$ cat src/rtl/enum_rr_sched_pkg.sv
// Shared types and constants for the enum_rr_sched round-robin scheduler.
// Grant codes and FSM states are int-based enums with explicit values.
package enum_rr_sched_pkg;

  localparam int N_REQ = 4;
  localparam int PTR_W = 2;

  typedef enum int {
    GNT_NONE = 0,
    GNT_A    = 1,
    GNT_B    = 2,
    GNT_C    = 3,
    GNT_D    = 4
  } grant_e;

  // No state uses encoding 0, so a zeroed register is never a legal state.
  typedef enum int {
    ST_IDLE  = 1,
    ST_GRANT = 2,
    ST_DRAIN = 3
  } sched_state_e;

  // Requester index 0..3 maps onto grant codes A..D.
  function automatic grant_e idx_to_grant(input logic [PTR_W-1:0] idx);
    return grant_e'(int'(idx) + 1);
  endfunction

  // Inverse of idx_to_grant; only meaningful for non-NONE codes.
  function automatic logic [PTR_W-1:0] grant_to_idx(input grant_e g);
    return PTR_W'(int'(g) - 1);
  endfunction

endpackage

$ cat src/rtl/enum_rr_pick.sv
// Combinational round-robin picker: searches requesters starting one past
// the last granted index, wrapping D -> A. Returns NONE when nothing requests.
module enum_rr_pick
  import enum_rr_sched_pkg::*;
(
  input  logic [N_REQ-1:0] req_i,
  input  logic [PTR_W-1:0] last,
  output grant_e           winner
);

  logic [PTR_W-1:0] cand [N_REQ];
  logic             hit  [N_REQ];

  // Candidate for search offset gi+1; offset N_REQ wraps back to 'last'.
  generate
    for (genvar gi = 0; gi < N_REQ; gi++) begin : g_cand
      assign cand[gi] = last + PTR_W'(gi + 1);
      assign hit[gi]  = req_i[cand[gi]];
    end
  endgenerate

  // Lowest search offset with an active request wins.
  always_comb begin
    winner = GNT_NONE;
    for (int i = N_REQ - 1; i >= 0; i--) begin
      if (hit[i]) begin
        winner = idx_to_grant(cand[i]);
      end
    end
  end

endmodule

$ cat src/rtl/enum_rr_sched.sv
// Four-requester round-robin scheduler with IDLE/GRANT/DRAIN FSM.
// Optional hold timeout compiled in with `define ENUM_RR_SCHED_TIMEOUT_EN;
// without it timeout_o is tied low and grants are held until done/abandon.
module enum_rr_sched
  import enum_rr_sched_pkg::*;
#(
  parameter int MAX_HOLD = 16
) (
  input  logic             clk,
  input  logic             rst_n,
  input  logic [N_REQ-1:0] req_i,
  input  logic             done_i,
  output grant_e           grant_o,
  output logic             grant_vld_o,
  output sched_state_e     state_o,
  output logic             timeout_o
);

  generate
    if (MAX_HOLD < 2 || MAX_HOLD > 255) begin : g_bad_max_hold
      $error("enum_rr_sched: MAX_HOLD must be in 2..255");
    end
  endgenerate

  sched_state_e     state_reg, state_next;
  grant_e           grant_reg, grant_next;
  logic [PTR_W-1:0] ptr_reg, ptr_next;
  grant_e           winner;
  logic             holder_req;
  logic             release_req;

  enum_rr_pick u_pick (
    .req_i  (req_i),
    .last   (ptr_reg),
    .winner (winner)
  );

  // While in GRANT the pointer names the holder, so its request bit is here.
  assign holder_req  = req_i[ptr_reg];
  assign release_req = done_i || !holder_req;

`ifdef ENUM_RR_SCHED_TIMEOUT_EN
  logic [7:0] hold_cnt_reg, hold_cnt_next;
  logic       timeout_reg, timeout_next;
  logic       hold_expired;

  assign hold_expired = (hold_cnt_reg == 8'(MAX_HOLD - 1));
`endif

  // Next-state and next-output logic; release (done or abandon) wins over timeout.
  always_comb begin
    state_next = state_reg;
    grant_next = grant_reg;
    ptr_next   = ptr_reg;
`ifdef ENUM_RR_SCHED_TIMEOUT_EN
    hold_cnt_next = hold_cnt_reg;
    timeout_next  = 1'b0;
`endif
    case (state_reg)
      ST_IDLE: begin
        if (winner != GNT_NONE) begin
          state_next = ST_GRANT;
          grant_next = winner;
          ptr_next   = grant_to_idx(winner);
`ifdef ENUM_RR_SCHED_TIMEOUT_EN
          hold_cnt_next = 8'd0;
`endif
        end
      end
      ST_GRANT: begin
        if (release_req) begin
          state_next = ST_DRAIN;
          grant_next = GNT_NONE;
        end
`ifdef ENUM_RR_SCHED_TIMEOUT_EN
        else if (hold_expired) begin
          state_next   = ST_DRAIN;
          grant_next   = GNT_NONE;
          timeout_next = 1'b1;
        end else begin
          hold_cnt_next = hold_cnt_reg + 8'd1;
        end
`endif
      end
      ST_DRAIN: begin
        state_next = ST_IDLE;
        grant_next = GNT_NONE;
      end
      default: begin
        state_next = ST_IDLE;
        grant_next = GNT_NONE;
      end
    endcase
  end

  // State register; pointer resets to D so A is searched first.
  always_ff @(posedge clk) begin
    if (!rst_n) begin
      state_reg <= ST_IDLE;
      grant_reg <= GNT_NONE;
      ptr_reg   <= PTR_W'(N_REQ - 1);
`ifdef ENUM_RR_SCHED_TIMEOUT_EN
      hold_cnt_reg <= 8'd0;
      timeout_reg  <= 1'b0;
`endif
    end else begin
      state_reg <= state_next;
      grant_reg <= grant_next;
      ptr_reg   <= ptr_next;
`ifdef ENUM_RR_SCHED_TIMEOUT_EN
      hold_cnt_reg <= hold_cnt_next;
      timeout_reg  <= timeout_next;
`endif
    end
  end

  assign grant_o     = grant_reg;
  assign grant_vld_o = (grant_reg != GNT_NONE);
  assign state_o     = state_reg;
`ifdef ENUM_RR_SCHED_TIMEOUT_EN
  assign timeout_o = timeout_reg;
`else
  assign timeout_o = 1'b0;
`endif

endmodule

$ cat config.mk
export PLATFORM = sky130hd
export DESIGN_NAME = enum_rr_sched
export DESIGN_NICKNAME = d
export VERILOG_FILES = /design/src/rtl/enum_rr_sched_pkg.sv /design/src/rtl/enum_rr_pick.sv /design/src/rtl/enum_rr_sched.sv
export SDC_FILE = /design/constraint.sdc
export NUM_CORES = 1
export LEC_CHECK = 0
export ABC_AREA = 1
export CAP_MARGIN = 20
export CORE_UTILIZATION = 35
export DETAILED_ROUTE_END_ITERATION = 10
export PLACE_DENSITY = 0.58
export SKIP_CTS_REPAIR_TIMING = 1
export SLEW_MARGIN = 5
export SYNTH_ARGS = -nofsm -noshare
export SYNTH_HDL_FRONTEND = slang
export SYNTH_HIERARCHICAL = 1
export SYNTH_SLANG_ARGS = --single-unit
$ cat constraint.sdc
create_clock -name clk -period 4.1 [get_ports clk]
set_input_delay 0.82 -clock clk [delete_from_list [all_inputs] [get_ports clk]]
set_output_delay 0.82 -clock clk [all_outputs]
set_load 0.005 [all_outputs]
# After elaboration in Yosys (flattened, before gate mapping)
# Cells that the tools add are included.
dict set report op_classes {
  addsub 8
  order_cmp 4
  eq_ne 4
  muxes 18
  reduce_logical 6
}
# op n
set op_table {}
lappend op_table {{32-bit two-way mux} 8}
lappend op_table {{32-bit one-hot mux with 2 select lines} 2}
lappend op_table {{32-bit nonzero test} 2}
lappend op_table {{32-bit by 1-bit equality test with 1-bit output (second input constant)} 1}
lappend op_table {{32-bit by 2-bit equality test with 1-bit output (second input constant)} 1}
lappend op_table {{2-bit by 1-bit adder with 3-bit output (second input constant)} 4}
lappend op_table {{2-bit by 3-bit < comparator with 1-bit output (second input constant)} 4}
lappend op_table {{1-bit binary-select mux with 2-bit select} 4}
lappend op_table {{2-bit adder (second input constant)} 2}
lappend op_table {{1-bit two-way mux} 4}
lappend op_table {{2-bit inequality test (second input constant)} 2}
lappend op_table {{2-bit AND reduction} 2}
lappend op_table {{2-bit by 1-bit adder with 2-bit output (second input constant)} 1}
lappend op_table {{2-bit subtractor (second input constant)} 1}
lappend op_table {{1-bit logical NOT} 1}
lappend op_table {{1-bit logical OR} 1}
dict set report totals {
  register_bits 66
  in_bits 7
  output_inout_bits 66
  elab_cells 43
}

# Longest topological paths before layout
dict set report logic_depth {
  depth_word 9
  depth_mapped 21
  depth_no_buf 20
}

# Hierarchy
# The synthesis kept the hierarchy.
# mod instances cells_each area_per_inst_um2 seq_area_each_um2
set modules_own_cells {}
lappend modules_own_cells {enum_rr_sched 1 284 2059.5 720.7}
lappend modules_own_cells {enum_rr_pick 1 97 600.6 0.0}

# Worst setup path before layout
# Ideal clock, no wire load.
dict set report synth_timing {
  kind {register to register}
  start {reg ptr_reg[0]}
  end {reg grant_reg[26] (netlist: grant_o[26])}
  setup_ps 70
  t_arrival_ps 2638
  required_ps 4030
  path_slack_ps 1392
  stages_incl_launch_ff 21
  n_path_buf 2
  synth_period_minus_slack_ps 2708
  path_cell_list {dfxtp_1 buf_6 inv_6 ha_1 inv_1 nand3_2 o21ai_4 o21ai_1 a21oi_1 nor2_1 inv_1 ha_1 inv_1 nor2_1 nand2_1 nor2_1 nand2_1 o21ai_4 buf_6 nand3_1 a21oi_1}
}
dict set report synth_between {
  elab_chain_cells 9
  elab_cells_between_ends 27
  classes_between {7 x add/sub; 2 x eq/ne; 14 x mux; 4 x reduce/logical}
}
# element line
set synth_rtl {}
lappend synth_rtl {{start, declared} enum_rr_sched.sv:27} ;# logic [PTR_W-1:0] ptr_reg, ptr_next;
lappend synth_rtl {{start signal, assigned} enum_rr_sched.sv:101} ;# ptr_reg <= PTR_W'(N_REQ - 1);
lappend synth_rtl {{start signal, assigned} enum_rr_sched.sv:109} ;# ptr_reg <= ptr_next;
lappend synth_rtl {{2-bit adder or 1-bit binary-select mux with 2-bit select (tied branches)} {enum_rr_pick.sv:17, enum_rr_pick.sv:18}}
lappend synth_rtl {{1-bit binary-select mux with 2-bit select or 1-bit two-way mux (tied branches)} enum_rr_pick.sv:18} ;# assign hit[gi] = req_i[cand[gi]];
lappend synth_rtl {{1-bit two-way mux (implied by the code) or 32-bit two-way mux (tied branches)} {enum_rr_pick.sv:18, enum_rr_pick.sv:26}}
lappend synth_rtl {{32-bit two-way mux (2 in a row)} enum_rr_pick.sv:26} ;# if (hit[i]) begin
lappend synth_rtl {{32-bit two-way mux *} enum_rr_pick.sv:26}
lappend synth_rtl {{named net winner[1]} enum_rr_sched.sv:28} ;# grant_e winner;
lappend synth_rtl {{32-bit nonzero test *} enum_rr_sched.sv:61} ;# if (winner != GNT_NONE) begin
lappend synth_rtl {{2-bit inequality test (no source line) *} n/a}
lappend synth_rtl {{2-bit AND reduction (no source line) *} n/a}
lappend synth_rtl {{end signal, assigned} enum_rr_sched.sv:108} ;# grant_reg <= grant_next;
lappend synth_rtl {{end, declared} enum_rr_sched.sv:26} ;# grant_e grant_reg, grant_next;
# Mark *: on every way through the listed nets, which the timed path passes. The rest lies on a longest branch. The select of a mux whose other input is x is not followed.
# A chain may end at the register's enable or synchronous reset.

# Worst setup path after layout
dict set report layout_timing {
  start {reg ptr_reg[1]}
  end {reg grant_reg[14] (netlist: grant_o[14])}
}
# The elaborated chain is that of the path after synthesis.

==> metrics.md <==
| Metric | Value |
|---|---|
| Status | `finished clean` |
| Tcrit/Tclk final | `about three quarters` |
| CTS root buf | `clkbuf_8` |
| Average via count per standard cell | `4.50` |
| CP Max Fanout | `17` |
| Number of flip-flops in the largest register | `32` |
| Die width | `89.2 µm` |
| Initial antenna violation count | `0` |
| Setup crit end kind | `flip-flop` |
| Htree depth | `2` |
| CTS tree | `done` |
| Sequential area share after synthesis | `a little over a quarter` |
| Largest net degree at the start of global routing | `37` |
| Starting density of the core | `36.5%` |
| Layout fillers | `approximately 800` |
| Worst skew pair latency | `just under 0.3 ns` |
| Worst setup margin | `1.01 ns` |
| I/O pin cnt | `73` |
| CTS Sinks | `36` |
| Most common cell after layout, fill and taps aside | `nand3_1` |
| Core footprint | `around 0.0073 mm²` |
| Slowest-stage cell, CP | `dfxtp_1` |
| Setup Viol. Count Final | `0` |
| Multi-input gate area | `approximately 0.0015 mm²` |
| Pwr/cell area | `about 570 mW/mm²` |
| PortBufs | `between 40 and 50` |
| Setup TNS | `0 ns` |
| DP Worst Slack | `~0.76 ns` |
| Leak | `roughly 1.4 nW` |
| Slew HR | `between 30% and 40%` |
| Cell mode on critical path | `inv_1` |
| Cells after synthesis | `roughly 380` |
| Worst IR Drop VDD | `approximately 170 µV` |
| Post-route insts no fill | `514` |
| Register area | `721 µm²` |
| Slew @ Worst Pin | `between 0.9 and 1 ns` |
| Synth-to-layout area growth | `11.6%` |
| Antenna fix cells | `0` |
| Max Root-Sink Buffers | `2` |
| Post-route DRC | `0` |
| Vias in the first global route | `approximately 2,000` |
| Startpoint types | `flip-flop` |
| Iteration-0 DRC Markers | `84` |
| First-pass GRT wire length | `approximately 9100 µm` |
| Most frequent cells in the layout | `nand3_1 (72), conb_1 (60), nand2_1 (50)` |
| Routed WL | `roughly 5700 µm` |
| Inst Count DP | `507` |
| Grt ovf | `0` |
| RSZ-0062 raised after global routing | `no` |
| Max Freq | `about 0.32 GHz` |
| Min Tclk post-route | `3.09 ns` |
| Routed Antenna Nets | `0` |
| Worst hold path class | `flip-flop to flip-flop` |
| Unique masters post-synth | `29` |
| Synth Area per Inst | `between 6 and 7 µm²` |
| CTS buffer count | `5` |
| Max_cap viols | `0` |
| Synthesized flop and latch total | `36` |
| Yosys warns | `6` |
| Crit path buffers/inverters | `5` |
| WL/cell | `between 10 and 15 µm` |
| GRT Overall Usage | `14.7%` |
| Nets | `roughly 430` |
| Post-synthesis cell area | `0.00266 mm²` |
| Fin. max-slew vios | `0` |
| Critical Path Max Stage Delay | `approximately 0.52 ns` |
| Critical Path RT | `4.29 ns` |
| DIE AREA | `approximately 0.0080 mm²` |
| Die height | `~90 µm` |
| Crit-path cells | `inv_1, ha_1, inv_1, nand3_2, o21ai_4, o21ai_1, a21oi_1, nor2_1, inv_1, ha_1, inv_1, nor2_1, nand2_1, nor2_1, nand2_1, o21ai_4, buf_4, nand3_1, a21oi_1` |
| Fin. Hold Viols | `0` |
| Gpl congestion | `between 0.7 and 0.8` |
| Final Skew | `0.00162 ns` |
| Critical path class | `flip-flop to flip-flop` |
| Detailed Place HPWL | `between 4000 and 5000 µm` |
| Via count | `between 2,000 and 2,500` |
| Worst path top cell family by delay | `buffers and inverters` |
| Worst endpoint data arrival time | `between 3 and 4 ns` |
| DRT Pass-1 Iters | `6` |
| CTS clk-pin slew, worst paths | `approximately 0.07 ns` |
| FP Rows | `31` |
| Share of layout cells above drive strength 1 | `approximately 8.2%` |
==> layout make-up <==
type / instances / share of cell area, %
multi-input cells: 300 / 50.4
clock buffers: 6 / 2.45
well taps: 99 / 4.17
clock inverters: 1 / 0.169
inverters: 26 / 3.46
flip-flops and latches: 36 / 24.3
repair buffers: 46 / 15.1
==> power by group <==
| group | switching [W] | total (W) | internal [W] |
|---|---|---|---|
| sequential | 0.0000723 | 0.000499 | 0.000427 |
| clock | 0.000125 | 0.000240 | 0.000116 |
| combinational | 0.000569 | 0.000958 | 0.000388 |
==> per-layer routing <==
layer	vias to the layer above	track usage [%]	routed length (µm)
li1	1209	-	-
met1	1048	18.8	2760
met2	49	25.2	2660
met3	6	3.14	167
met4	0	3.90	67
met5	-	0	0
==> path summary, 6_finish.rpt <==
path / cells after the start / slack, ns / from / end
worst max-delay path: 19 / 1.01 / ptr_reg[1] / grant_o[14]
worst min register to register: 2 / 0.50 / grant_o[25] / grant_o[25]
worst max register to register: 19 / 1.01 / ptr_reg[1] / grant_o[14]
worst min-delay path: 2 / 0.50 / grant_o[25] / grant_o[25]
==> cells by family after synthesis <==
group                      count (synthesis)  synth area share (%)
adders and majority gates                  7                  3.29
and+or+nand+nor                          189                  35.2
AOI/OAI and AO/OA                         43                  8.94
buffers and inverters                    103                  24.9
DFF                                       36                  27.1
xor gates and xnor gates                   1                 0.329
other                                      2                 0.282
==> cells in the mapped netlist <==
library cell	number	area share, %
ha_1	7	3.3
buf_2	3	0.56
nand4_4	1	0.80
xor2_1	1	0.33
inv_1	21	3.0
clkinv_1	3	0.42
or2_2	1	0.24
o21ai_0	4	0.75
nand2_4	2	0.85
nand2_1	50	7.1
nor4_1	8	1.9
nor2_2	2	0.47
buf_1	1	0.14
buf_4	63	18
nand3_1	72	14
conb_1	2	0.28
nand4_1	3	0.71
nand3_2	9	3.4
o21ai_1	1	0.19
inv_6	1	0.33
nand2_2	4	0.94
or2_1	1	0.24
nor2_1	36	5.1
clkbuf_1	6	0.85
dfxtp_1	36	27
o21ai_4	2	1.2
buf_6	4	1.7
a21oi_1	36	6.8
inv_2	1	0.14
==> stage by stage <==
step	cell area (µm²)	util, %	power (W)	hold WS, ns
after global routing	2970	40.7	0.00187	0.524
final	2970	40.7	0.00170	0.495
after global placement	2890	39.6	0.00145	0.488
after CTS	2970	40.7	0.00170	0.500
after floorplan	2880	-	0.00124	0.479
after detailed placement	2890	39.6	0.00146	0.487
==> worst min-delay path, cell delays in order, from the launching register on <==
cell and delay, ns:
dfxtp_1 0.33, nand3_2 0.07, a21oi_1 0.05
Note: power is estimated with default switching activity, not from simulation.
